File: src/rtl/arb_mux_pkg.sv
`default_nettype none
// ============================================================================
// Module      : arb_mux_pkg
// Description : Shared constants, output-register state encoding and the
//               clog2 helper for the arbitrating multiplexer.
// Revision    : 1.0 - initial release
// ============================================================================
package arb_mux_pkg;

    // Legal channel-count range for arb_mux_n
    localparam int N_MIN = 2;
    localparam int N_MAX = 16;

    // Output register occupancy
    typedef enum logic {
        ST_EMPTY = 1'b0,
        ST_FULL  = 1'b1
    } out_state_e;

    // Ceiling log2, minimum result 1 so a 2-channel index is one bit wide
    function automatic int clog2(input int value);
        int r;
        r = 1;
        while ((1 << r) < value) begin
            r = r + 1;
        end
        return r;
    endfunction

endpackage
`default_nettype wire

File: src/rtl/arb_mux_n_rr_pick.sv
`default_nettype none
// ============================================================================
// Module      : rr_pick
// Description : Combinational request picker. With ARB_MUX_ROUND_ROBIN_EN
//               defined the search starts at ptr and wraps upward; otherwise
//               channel 0 has fixed highest priority and ptr is ignored.
// Revision    : 1.0 - initial release
// ============================================================================
module rr_pick
    import arb_mux_pkg::*;
#(
    parameter int N    = 2,
    parameter int SELW = clog2(N)
) (
    input  logic [N-1:0]    req,
    input  logic [SELW-1:0] ptr,
    output logic [SELW-1:0] gnt_idx,
    output logic            gnt_any
);

`ifdef ARB_MUX_ROUND_ROBIN_EN
    // Walk downward from the farthest candidate so the one closest to ptr wins
    always_comb begin
        int idx;
        idx     = 0;
        gnt_idx = '0;
        gnt_any = 1'b0;
        for (int k = N - 1; k >= 0; k--) begin
            idx = int'(ptr) + k;
            if (idx >= N) begin
                idx = idx - N;
            end
            if (req[idx]) begin
                gnt_idx = SELW'(idx);
                gnt_any = 1'b1;
            end
        end
    end
`else
    // ptr is not consulted in fixed-priority mode
    logic unused_ptr;
    assign unused_ptr = ^ptr;

    // Lowest active index wins
    always_comb begin
        gnt_idx = '0;
        gnt_any = 1'b0;
        for (int k = N - 1; k >= 0; k--) begin
            if (req[k]) begin
                gnt_idx = SELW'(k);
                gnt_any = 1'b1;
            end
        end
    end
`endif

endmodule
`default_nettype wire

File: src/rtl/arb_mux_n.sv
`default_nettype none
// ============================================================================
// Module      : arb_mux_n
// Description : N-channel arbitrating multiplexer with one registered output
//               stage and valid/ready handshakes on every port.
//               Macro ARB_MUX_ROUND_ROBIN_EN selects round-robin arbitration;
//               left undefined, channel 0 has fixed highest priority.
// Revision    : 1.0 - initial release
// ============================================================================
module arb_mux_n
    import arb_mux_pkg::*;
#(
    parameter int WIDTH = 32,
    parameter int N     = 2,
    parameter int SELW  = clog2(N)
) (
    input  logic                 clk,
    input  logic                 rst,
    input  logic [N-1:0]         in_valid,
    input  logic [N*WIDTH-1:0]   in_data,
    output logic [N-1:0]         in_ready,
    output logic                 out_valid,
    output logic [WIDTH-1:0]     out_data,
    output logic [SELW-1:0]      out_sel,
    input  logic                 out_ready
);

    out_state_e       state_q, state_d;
    logic [WIDTH-1:0] data_q, data_d;
    logic [SELW-1:0]  sel_q, sel_d;
    logic [SELW-1:0]  ptr_cur;
    logic [SELW-1:0]  gnt_idx;
    logic             gnt_any;
    logic             load;
    logic             xfer;

`ifdef ARB_MUX_ROUND_ROBIN_EN
    logic [SELW-1:0]  ptr_q, ptr_d;
    assign ptr_cur = ptr_q;
`else
    assign ptr_cur = '0;
`endif

    rr_pick #(
        .N    (N),
        .SELW (SELW)
    ) u_pick (
        .req     (in_valid),
        .ptr     (ptr_cur),
        .gnt_idx (gnt_idx),
        .gnt_any (gnt_any)
    );

    // Handshake and next-state for the output register; a beat moves whenever
    // the register is empty or being drained on the same edge
    always_comb begin
        load     = (state_q == ST_EMPTY) || out_ready;
        xfer     = gnt_any && load;
        in_ready = xfer ? ({{(N-1){1'b0}}, 1'b1} << gnt_idx) : '0;
        state_d  = state_q;
        data_d   = data_q;
        sel_d    = sel_q;
        if (load) begin
            state_d = xfer ? ST_FULL : ST_EMPTY;
        end
        if (xfer) begin
            data_d = in_data[int'(gnt_idx)*WIDTH +: WIDTH];
            sel_d  = gnt_idx;
        end
    end

`ifdef ARB_MUX_ROUND_ROBIN_EN
    // Priority moves to the channel just after the winner, wrapping at N-1
    always_comb begin
        ptr_d = ptr_q;
        if (xfer) begin
            ptr_d = (gnt_idx == SELW'(N - 1)) ? '0 : gnt_idx + 1'b1;
        end
    end

    // Arbiter pointer register
    always_ff @(posedge clk or posedge rst) begin
        if (rst) begin
            ptr_q <= '0;
        end else begin
            ptr_q <= ptr_d;
        end
    end
`endif

    // Output register; reset discards any held beat
    always_ff @(posedge clk or posedge rst) begin
        if (rst) begin
            state_q <= ST_EMPTY;
            data_q  <= '0;
            sel_q   <= '0;
        end else begin
            state_q <= state_d;
            data_q  <= data_d;
            sel_q   <= sel_d;
        end
    end

    assign out_valid = (state_q == ST_FULL);
    assign out_data  = data_q;
    assign out_sel   = sel_q;

endmodule
`default_nettype wire

File: config.mk
export PLATFORM = sky130hd
export DESIGN_NAME = arb_mux_n
export DESIGN_NICKNAME = d
export VERILOG_FILES = /design/src/rtl/arb_mux_pkg.sv /design/src/rtl/arb_mux_n_rr_pick.sv /design/src/rtl/arb_mux_n.sv
export SDC_FILE = /design/constraint.sdc
export NUM_CORES = 1
export LEC_CHECK = 0
export CELL_PAD_IN_SITES_DETAIL_PLACEMENT = 0
export CELL_PAD_IN_SITES_GLOBAL_PLACEMENT = 1
export CORE_UTILIZATION = 33
export CTS_CLUSTER_SIZE = 10
export DETAILED_ROUTE_END_ITERATION = 8
export PLACE_DENSITY = 0.93
export SLEW_MARGIN = 20
export SYNTH_ARGS = -nofsm -noshare
export SYNTH_HDL_FRONTEND = slang
export SYNTH_SLANG_ARGS = --single-unit
File: constraint.sdc
create_clock -name clk -period 3.5 [get_ports clk]
set_input_delay 0.7 -clock clk [delete_from_list [all_inputs] [get_ports clk]]
set_output_delay 0.7 -clock clk [all_outputs]
set_load 0.005 [all_outputs]
==> metrics.yaml <==
cts:
  post_cts_resized: 0
  postCtsHoldBufs: 0
  cts_setup_buffers: 0
  cts_tree: "yes"
  path_clk_slew_ps: 70
  numCtsBuffers: 5
  ctsRootBufferMaster: "clkbuf_8"
  h-tree-depth: 2
  cts_max_path_buffers: 2
  insertion_delay_ps: 270
  numClockSinks: 34
drt:
  drc: 0
  antenna_left: 0
  viasPerCell: 4.43
  wl_per_cell_um: 13.8
  finalWirelength_mm: 4.07
  first_pass_iters: 2
  drtIter0Drc: 16
  via_count: 1303
min_path:
  min-delay-path-class: "reg2reg"
  hold_depth: 1
  min_from: "out_data[0]$_DFFE_PP0P_"
  holdPathEnd: "out_data[0]$_DFFE_PP0P_"
setup_path:
  r2r-end: "out_data[14]$_DFFE_PP0P_"
  ff2ff_path_depth: 4
  end_kind: "output port"
  slowest_delay_ps: 540
  path_common_cell: "clkdlybuf4s50_1"
  r2r_slack_ps: 1760
  worstPathRequired_ps: 2800
  worst-setup-path-type: "in2out"
  cp_cell_sequence: "clkdlybuf4s50_1 -> and2b_1 -> nor3b_1 -> clkdlybuf4s50_1"
  crit_path_max_fanout: 3
  arrival_ps: 2120
  cp_slowest_cell: "clkdlybuf4s50_1"
  cp-start-kind: "input port"
  rr_startpoint: "out_valid$_DFFE_PP0P_"
floorplan:
  num_rows: 27
  fp.dieW_um: 78.7
  initial_core_util_pct: 34.9
  top_level_ports: 105
  fp.dieH_um: 78.7
  dieArea_mm2: 0.00620
  coreArea_mm2: 0.00557
synthesis:
  yosysUniqueCellTypes: 16
  yosysWarnings: 0
  ys_seq_area_share_pct: 43.8
  synth_area_mm2: 0.00194
  synthCells: 115
  syn_nets: 184
  syn_avg_cell_area_um2: 16.9
  ys_ff_latch: 34
sta:
  max_slew.worst_pin.slew_ps: 862
  rsz0062_at_grt: "false"
  finalSetupViolations: 0
  fin_crit_sh_pct: 80.6
  holdWs_ps: 494
  slew_violations: 0
  hold_viol: 0
  fin_skew_ps: 5.38
  fin_crit_ps: 2820
  max_freq_ghz: 0.354
  relSlewSlack_pct: 42.5
  setup-tns-final_ps: 0
placement:
  hpwl_mm: 3.12
  place.gp.congestion: 0.675
  portBuffers: 104
final_layout:
  diodes: 0
  multi_input_area_um2: 988
  fin_util_pct: 55.9
  n_fill_cell: 483
  final_nets: 291
  drive_above_1_share_pct: 33.3
  areaGrowthSynthToFinish_pct: 60.4
  seqCellArea_um2: 851
power_and_ir_drop:
  power_density_mw_per_mm2: 403
  p_sw_share_pct: 21.5
  power.switching_w: 0.000270
  p_int_w: 0.000985
  p_clk_share_pct: 28.6
  peakVddDrop_v: 0.000207
  p_leak_nw: 1.38
  p_comb_share_pct: 32.4
  seq_power_share_pct: 39.1
global_route:
  first_global_vias: 1425
  grt_antenna_before_repair: 0
  track_usage_pct: 14.0
  grt_first_pass_wirelength_mm: 6.73
  grt_max_degree: 24
  grt_overflow: 0
job:
  maxCapViolations: 0
outcome:
  status: "completed"
==> metrics by stage <==
step,cell area [um^2],setup slack (ps),std cells,total power [W]
2_1_floorplan,1940,1600,115,0.000684
3_3_place_gp,3000,711,287,0.000905
3_5_place_dp,3000,681,287,0.000908
4_1_cts,3120,673,294,0.00128
5_1_grt,3120,609,294,0.00132
6_report,3120,678,294,0.00126
==> final cells by class <==
cell class	count	share of cell area, %
multi-input cells	73	31.7
well taps	72	2.89
flip-flops and latches	34	27.3
clock inverters	1	0.963
inverters	1	0.120
repair buffers	107	34.4
clock buffers	6	2.65
==> metal layers <==
metal	GRT usage, %	wire, um	vias to the layer above
met4	3.33	0	0
met1	15.6	1620	632
met3	4.37	286	0
met5	0	0	-
met2	25.7	2160	49
li1	-	-	622
==> worst max path at each step <==
stage           startpoint     endpoint  cells past startpoint
4_1_cts          out_ready  in_ready[1]                      4
5_1_grt          out_ready  in_ready[1]                      4
3_3_place_gp     out_ready  in_ready[1]                      4
3_5_place_dp     out_ready  in_ready[1]                      4
2_1_floorplan  in_valid[0]  in_ready[1]                      3
6_report         out_ready  in_ready[1]                      4
==> cell families (layout without fill, tap and decap cells) <==
| group | count (synthesis) | after routing | synth area share [%] |
|---|---|---|---|
| flip-flops | 34 | 34 | 43.8 |
| AND/OR/NAND/NOR | 8 | 8 | 3.09 |
| buffers and inverters | 8 | 115 | 5.34 |
| AO/OA/AOI/OAI | 1 | 1 | 0.257 |
| multiplexers | 64 | 64 | 47.5 |
==> state kept, by name (all words and copies together) (netlist names) <==
signal / flops
out_data: 32
out_sel: 1
out_valid: 1
==> cells in the mapped netlist <==
cell type  instances  share of area [%]
buf_8              1               0.77
a21oi_1            1               0.26
buf_6              4                2.3
mux2_4            54                 42
buf_12             2                2.1
mux2_1             3                1.7
nor2_4             2                1.2
mux2_2             7                4.1
or3_1              1               0.32
inv_1              1               0.19
nor2_1             1               0.19
and2b_1            1               0.39
and2_1             1               0.32
nand2b_1           1               0.32
nor3b_1            1               0.39
dfrtp_1           34                 44
==> placed cells by master (no fill, tap or decap) <==
master	Yosys	layout
clkbuf_8	0	6
or3_1	1	1
clkdlybuf4s50_1	0	103
and2_1	1	1
buf_12	2	1
nor2_4	2	2
mux2_2	7	7
buf_4	0	2
mux2_4	54	54
dfrtp_1	34	34
mux2_1	3	3
nor3b_1	1	1
and2b_1	1	1
bufinv_16	0	1
inv_1	1	1
buf_2	0	1
a21oi_1	1	1
nor2_1	1	1
nand2b_1	1	1
==> power groups by stage <==
stage	Sequential (W)	Clock (W)	Combinational (W)
floorplan	0.000501	0	0.000183
global placement	0.000496	0	0.000409
detailed placement	0.000496	0	0.000413
CTS	0.000491	0.000370	0.000414
global route	0.000500	0.000385	0.000434
finish	0.000490	0.000359	0.000406
==> critical path: cells and delay by family <==
family / cells / cell delay (ps)
buffers and inverters: 2 / 1010
AND/OR/NAND/NOR: 2 / 410
Note: power is estimated with default switching activity, not from simulation.
